$ cat config.mk
export PLATFORM = sky130hd
export DESIGN_NAME = commit_trace_buf
export DESIGN_NICKNAME = d
export VERILOG_FILES = /design/src/rtl/commit_trace_buf.sv
export SDC_FILE = /design/constraint.sdc
export NUM_CORES = 1
export LEC_CHECK = 0
export ABC_CLOCK_PERIOD_IN_PS = 16800
export CAP_MARGIN = 10
export CELL_PAD_IN_SITES_DETAIL_PLACEMENT = 0
export CELL_PAD_IN_SITES_GLOBAL_PLACEMENT = 2
export CORE_ASPECT_RATIO = 0.8
export CORE_MARGIN = 3
export CORE_UTILIZATION = 45
export DETAILED_ROUTE_END_ITERATION = 10
export MAX_ROUTING_LAYER = met4
export PLACE_DENSITY_LB_ADDON = 0.05
export SLEW_MARGIN = 20
export SYNTH_ARGS = -nofsm -noshare
export SYNTH_HDL_FRONTEND = slang
export SYNTH_SLANG_ARGS = --single-unit
$ cat constraint.sdc
create_clock -name clk -period 16.8 [get_ports clk]
set_clock_uncertainty 0.1 [all_clocks]
set_input_delay 3.36 -clock clk [delete_from_list [all_inputs] [get_ports clk]]
set_output_delay 3.36 -clock clk [all_outputs]
set_load 0.02 [all_outputs]
$ cat src/rtl/commit_trace_buf.sv
// Commit trace buffer: captures each retired instruction into a show-ahead FIFO
// drained by the simulation harness, and requests finish once a halt condition is met.
module commit_trace_buf #(
    parameter int unsigned DEPTH       = 16,
    parameter int unsigned MAX_INSTR   = 200,
    parameter bit          HALT_ON_SYS = 1'b1
) (
    input  logic        clk,
    input  logic        reset,
    input  logic        retire_valid,
    input  logic [31:0] retire_pc,
    input  logic [31:0] retire_instr,
    input  logic [4:0]  retire_rd,
    input  logic        retire_rd_we,
    input  logic [31:0] retire_rd_val,
    output logic        trc_valid,
    input  logic        trc_ready,
    output logic [31:0] trc_pc,
    output logic [31:0] trc_instr,
    output logic [4:0]  trc_rd,
    output logic        trc_rd_we,
    output logic [31:0] trc_rd_val,
    output logic [31:0] instr_count,
    output logic        overflow,
    output logic [15:0] drop_count,
    output logic        halted,
    output logic        finish_req
);
    localparam int unsigned AW      = $clog2(DEPTH);
    localparam logic [AW:0] PTR_ONE = (AW + 1)'(1);
    localparam logic [31:0] ECALL   = 32'h0000_0073;
    localparam logic [31:0] EBREAK  = 32'h0010_0073;

    typedef struct packed {
        logic [31:0] pc;
        logic [31:0] instr;
        logic [4:0]  rd;
        logic        rd_we;
        logic [31:0] rd_val;
    } rec_t;

    typedef enum logic [1:0] {
        ST_RUN,
        ST_HALTING,
        ST_HALTED
    } state_e;

    rec_t        mem_q [DEPTH];
    rec_t        rec_in;
    rec_t        head;
    logic [AW:0] wr_ptr_q, wr_ptr_d;
    logic [AW:0] rd_ptr_q, rd_ptr_d;
    logic [31:0] instr_count_q, instr_count_d;
    logic [15:0] drop_count_q, drop_count_d;
    logic        overflow_q, overflow_d;
    state_e      state_q, state_d;

    logic        empty, full, pop, accept, push, drop;
    logic        sys_hit, limit_hit;
    logic [31:0] count_inc;
    logic [15:0] drop_inc;

    assign empty  = (wr_ptr_q == rd_ptr_q);
    assign full   = (wr_ptr_q[AW] != rd_ptr_q[AW]) && (wr_ptr_q[AW-1:0] == rd_ptr_q[AW-1:0]);
    assign pop    = !empty && trc_ready;
    assign accept = (state_q == ST_RUN) && retire_valid;
    // A full FIFO still accepts a push when the head leaves in the same cycle.
    assign push   = accept && (!full || pop);
    assign drop   = accept && full && !pop;

    assign count_inc = (instr_count_q == '1) ? instr_count_q : instr_count_q + 32'd1;
    assign drop_inc  = (drop_count_q == '1) ? drop_count_q : drop_count_q + 16'd1;
    assign sys_hit   = HALT_ON_SYS && ((retire_instr == ECALL) || (retire_instr == EBREAK));
    assign limit_hit = (MAX_INSTR != 0) && (count_inc == 32'(MAX_INSTR));

    always_comb begin
        rec_in.pc     = retire_pc;
        rec_in.instr  = retire_instr;
        rec_in.rd     = retire_rd;
        rec_in.rd_we  = 1'b0;
        rec_in.rd_val = 32'd0;
        if (retire_rd_we && (retire_rd != 5'd0)) begin
            rec_in.rd_we  = 1'b1;
            rec_in.rd_val = retire_rd_val;
        end
    end

    always_comb begin
        wr_ptr_d      = push ? wr_ptr_q + PTR_ONE : wr_ptr_q;
        rd_ptr_d      = pop ? rd_ptr_q + PTR_ONE : rd_ptr_q;
        instr_count_d = accept ? count_inc : instr_count_q;
        drop_count_d  = drop ? drop_inc : drop_count_q;
        overflow_d    = overflow_q | drop;
        state_d       = state_q;
        case (state_q)
            ST_RUN:     if (accept && (limit_hit || sys_hit)) state_d = ST_HALTING;
            // Uses post-pop occupancy so the last pop moves straight to HALTED.
            ST_HALTING: if (wr_ptr_d == rd_ptr_d) state_d = ST_HALTED;
            ST_HALTED:  state_d = ST_HALTED;
            default:    state_d = ST_RUN;
        endcase
    end

    // NOTE: sequential state uses non-blocking assignments so every register
    // samples the pre-edge value of the others, independent of statement order.
    always_ff @(posedge clk) begin
        if (reset) begin
            wr_ptr_q      <= '0;
            rd_ptr_q      <= '0;
            instr_count_q <= '0;
            drop_count_q  <= '0;
            overflow_q    <= 1'b0;
            state_q       <= ST_RUN;
        end else begin
            wr_ptr_q      <= wr_ptr_d;
            rd_ptr_q      <= rd_ptr_d;
            instr_count_q <= instr_count_d;
            drop_count_q  <= drop_count_d;
            overflow_q    <= overflow_d;
            state_q       <= state_d;
        end
    end

    // NOTE: storage is deliberately not reset; an entry is only visible
    // after it has been written, so resetting the pointers is enough.
    always_ff @(posedge clk) begin
        if (push) mem_q[wr_ptr_q[AW-1:0]] <= rec_in;
    end

    assign head        = mem_q[rd_ptr_q[AW-1:0]];
    assign trc_valid   = !empty;
    assign trc_pc      = head.pc;
    assign trc_instr   = head.instr;
    assign trc_rd      = head.rd;
    assign trc_rd_we   = head.rd_we;
    assign trc_rd_val  = head.rd_val;
    assign instr_count = instr_count_q;
    assign overflow    = overflow_q;
    assign drop_count  = drop_count_q;
    assign halted      = (state_q != ST_RUN);
    assign finish_req  = (state_q == ST_HALTED);
endmodule
Yosys cells after proc, flatten, opt, wreduce, memory -nomap -nowiden

Memory sizes are Yosys's and may differ from the RTL's. A register that Yosys moved wholly into a read port is not among the register bits.
Index checks and enable logic that the tools add are counted.

Reductions and logical operators: 19
Equal/unequal tests: 13
Bitwise operators: 2
Muxes and demuxes: 10
Add/sub/neg operators: 4

Operator list:

| kind                    | number |
|---|---|
| $mux W33                | 1 |
| $add A32 B1 Y32 const B | 1 |
| $eq A32 B21 Y1 const B  | 1 |
| $eq A32 B32 Y1 const B  | 1 |
| $eq A32 B7 Y1 const B   | 1 |
| $eq A32 B8 Y1 const B   | 1 |
| $mux W32                | 1 |
| $add A16 B1 Y16 const B | 1 |
| $eq A16 B16 Y1 const B  | 1 |
| $add A5 B1 Y5 const B   | 2 |
| $eq A5 B5 Y1            | 2 |
| $mux W5                 | 2 |
| $logic_and A1 B1 Y1     | 8 |
| $pmux W2 S3             | 1 |
| $reduce_bool A5 Y1      | 1 |
| $eq A4 B4 Y1            | 1 |
| $mux W2                 | 2 |
| $mux W4                 | 1 |
| $reduce_and A2 Y1       | 2 |
| $logic_not A1 Y1        | 3 |
| $logic_or A1 B1 Y1      | 3 |
| $eq A2 B1 Y1 const B    | 1 |
| $eq A2 B2 Y1 const B    | 1 |
| $logic_not A2 Y1        | 1 |
| other kinds (7)         | 8 |

Output and inout port bits: 154
Memory bits (writable): 1632
Memories: 1
Bits in registers: 61

Memory list:

| name  | words | bits a word | rd ports | clocked after Yosys merged registers in | write ports | RTL line | RTL |
|---|---|---|---|---|---|---|---|
| mem_q | 16    | 102         | 1        | 1                                       | 1           | 48       | `rec_t mem_q [DEPTH];` |

Logic depth before layout (Yosys ltp)

Word-level depth: 9
Depth in mapped cells: 12

Least setup slack after synthesis

Ideal clock, no wire load.

Path type: input port to flip-flop
Start point: input retire_valid
End point: memory mem_q[3][0] (netlist name) (enable)
Stages on the path: 4
Data required time: 16.013 ns
Path slack: 4.943 ns
Path buffers: 0
Data arrival time: 11.069 ns
Cell sequence: nand2_1 a21oi_1 nand2_1 nor3_1

Word-level cells in the longest chain between the ends: 4

Ends and longest elaborated chain:

| item                          | RTL line | RTL |
|---|---|---|
| start, declared               | 10       | `input logic retire_valid,` |
| $logic_and A1 B1 Y1           | 66       | `assign accept = (state_q == ST_RUN) && retire_valid;` |
| $logic_and A1 B1 Y1           | 68       | `assign push = accept && (!full \|\| pop);` |
| $mux W1                       | 127      | `if (push) mem_q[wr_ptr_q[AW-1:0]] <= rec_in;` |
| $mux W1 (not written as such) | 127      |  |
| end, declared                 | 48       |  |

Every way passes these cells.

==> impl_metrics.json <==
{
  "seq_area_frac_synth": 0.7709,
  "synth_cells": 2817,
  "dr.pass1.iters": 8,
  "min_path_type": "reg2reg",
  "syn_nets": 2934,
  "post-route-min-period_ns": 8.735,
  "gr-usage-all-layers": 0.2189,
  "cts-resized-gates": 0,
  "nets": 3277,
  "antenna_found_initial": 12,
  "grt_max_degree": 157,
  "finalMaxSlewViolations": 0,
  "fillers": 11090,
  "cts_tree": "built",
  "p_per_area_nw_per_um2": 130.7,
  "outcome": "finished clean",
  "synth.avg_cell_area_um2": 23.13,
  "avgViaCountPerCell": 5.808,
  "drive_gt1_frac": 0.2536,
  "clkLatencyLatePin_ns": 0.79,
  "first_global_vias": 32128,
  "ir_drop_mv": 0.1008,
  "arrival_ns": 5.28,
  "synth_ff_type": "edfxtp_1",
  "async_flop_share": 0,
  "rsz0062_at_grt": "no",
  "core-area_um2": 143400,
  "rows": 124,
  "wl_per_cell_um": 30.16,
  "cp-end-kind": "output pin",
  "final_cell_area_um2": 75500,
  "required_ns": 13.34,
  "die_y_um": 346.3,
  "io_buffer_count": 259,
  "register_area_um2": 50240,
  "ys_ff_latch": 1693,
  "drt-total-wl_um": 156400,
  "mostFrequentLayoutCell": "edfxtp_1",
  "tightest_slew_ns": 1.180,
  "ys_types": 61,
  "drt_iter0_drc": 2853,
  "relSlewSlack": 0.2135,
  "post-dp-hpwl_um": 78090,
  "via_count": 30113,
  "critPathMaxFanout": 66,
  "drc_errors": 0,
  "area_delta_synth_final_pct": 15.89,
  "worstSetupPathType": "reg2out",
  "fin_crit_sh": 0.5200,
  "max-cap-violations": 0,
  "place_area_um2": 70200,
  "antenna_left": 0,
  "cts_buffers": 169,
  "clockBufferDepth": 3,
  "power.leakage_uw": 0.02274,
  "numClockSinks": 1693,
  "postCtsSetupBuffers": 0,
  "mostFrequentLayoutCells": "1632 x edfxtp_1, 510 x mux4_2, 258 x clkdlybuf4s50_1",
  "root_buffer": "clkbuf_16",
  "hold_viol_final": 0,
  "grt_pass1_wl_um": 228000,
  "initial_utilization": 0.4545,
  "multiInputGateArea_um2": 14390,
  "dieWidth_um": 431.4,
  "ys_warn_count": 0,
  "max_freq_mhz": 114.5,
  "setup_tns_ns": 0,
  "synth_area_um2": 65150,
  "cp-start-kind": "flip-flop",
  "globalplace.congestion": 0.7767,
  "gr-total-overflow": 0,
  "setup_viol": 0,
  "pin_count": 260,
  "clk_pin_slew_worst_paths_ns": 0.06,
  "die_area_um2": 149400,
  "h-tree-depth": 4,
  "hold_buffers": 0,
  "synth_edf_count": 1632
}
==> cells in the mapped netlist, types with 2 or more instances <==
master	count	area [um^2]
edfxtp_1	1632	49010
and4_1	10	87.58
or4_1	6	45.04
dfxtp_1	61	1221
o31a_1	3	26.28
nor3_1	23	115.1
o21ai_0	13	65.06
o211ai_1	4	30.03
mux2i_1	2	20.02
o22ai_1	2	12.51
a211oi_1	3	22.52
buf_2	9	45.04
or4b_1	4	40.04
nand3b_1	2	15.01
a21oi_1	15	75.07
mux4_2	510	11490
a31oi_1	3	18.77
and2_1	35	219.0
buf_1	46	172.7
nand3_1	18	90.09
clkbuf_1	92	345.3
nand2b_1	3	18.77
o31ai_1	5	37.54
o21a_1	2	15.01
o41ai_1	2	17.52
nor2_1	83	311.6
nand2_1	50	187.7
xnor2_1	37	324.1
a211o_1	5	43.79
nor4b_1	3	26.28
and3_1	6	37.54
inv_1	16	60.06
or3_1	9	56.30
xor2_1	26	227.7
nor4_1	17	106.4
or2_2	2	12.51
ha_1	11	137.6
nand4_1	24	150.1
==> power by group <==
group | leakage, uW | total [uW] | internal (uW) | switching (uW)
sequential | 0.0153 | 4730 | 4690 | 42.9
combinational | 0.00484 | 1500 | 790 | 709
clock | 0.00258 | 3640 | 2090 | 1550
total | 0.0227 | 9870 | 7570 | 2300
==> worst max-delay path, cell delays in order (launching register included) <==
cell,delay (ns)
dfxtp_4,0.95
buf_4,0.84
buf_4,0.88
mux4_2,0.43
mux4_2,0.52
clkdlybuf4s50_1,0.56
==> layer usage <==
| metal | wire, um | global-route usage |
|---|---|---|
| met2 | 79180 | 0.3528 |
| met5 | 0 | - |
| met3 | 8482 | 0.03701 |
| met1 | 65300 | 0.2917 |
| met4 | 3397 | 0.05999 |
==> layout make-up <==
class / instances / area share
flip-flops and latches: 1693 / 0.6654
multi-input cells: 959 / 0.1906
clock buffers: 217 / 0.06037
repair buffers: 321 / 0.04148
well taps: 1890 / 0.03132
clock inverters: 79 / 0.009578
inverters: 16 / 0.0008617
diodes: 10 / 0.0003314
==> worst paths after layout <==
| path | startpoint | cells past startpoint | slack [ns] | to |
|---|---|---|---|---|
| worst max-delay path | rd_ptr_q[1] | 5 | 8.06 | trc_rd_val[28] |
| worst min-delay path | overflow | 2 | 0.40 | overflow |
| worst max register to register | rd_ptr_q[1] | 7 | 11.05 | mem_q[6][84] |
| worst min register to register | overflow | 2 | 0.40 | overflow |
==> kinds of logic after synthesis <==
| group | share of synthesized area |
|---|---|
| fa+ha+maj | 0.002112 |
| flops | 0.7709 |
| simple gates | 0.02491 |
| compound gates | 0.006952 |
| mux | 0.1768 |
| xor+xnor | 0.008469 |
| buf+inv | 0.009852 |
==> through the flow <==
stage / instances / hold slack (ns) / utilization / total power [uW] / setup WS [ns]
after floorplan: 2817 / 0.3993 / - / 5847 / 4.943
after global placement: 4879 / 0.3959 / 0.4896 / 6343 / 8.812
after detailed placement: 4879 / 0.3932 / 0.4897 / 6359 / 8.793
after CTS: 5175 / 0.4090 / 0.5265 / 10010 / 7.896
after global routing: 5182 / 0.4456 / 0.5266 / 10240 / 7.705
final: 5185 / 0.4049 / 0.5267 / 9866 / 8.065
==> flip-flops by register name, indices dropped and copies added, names as in the netlist <==
register     cells
wr_ptr_q         5
drop_count      16
instr_count     32
overflow         1
mem_q         1632
rd_ptr_q         5
state_q          2
(Power assumes the default switching activity.)
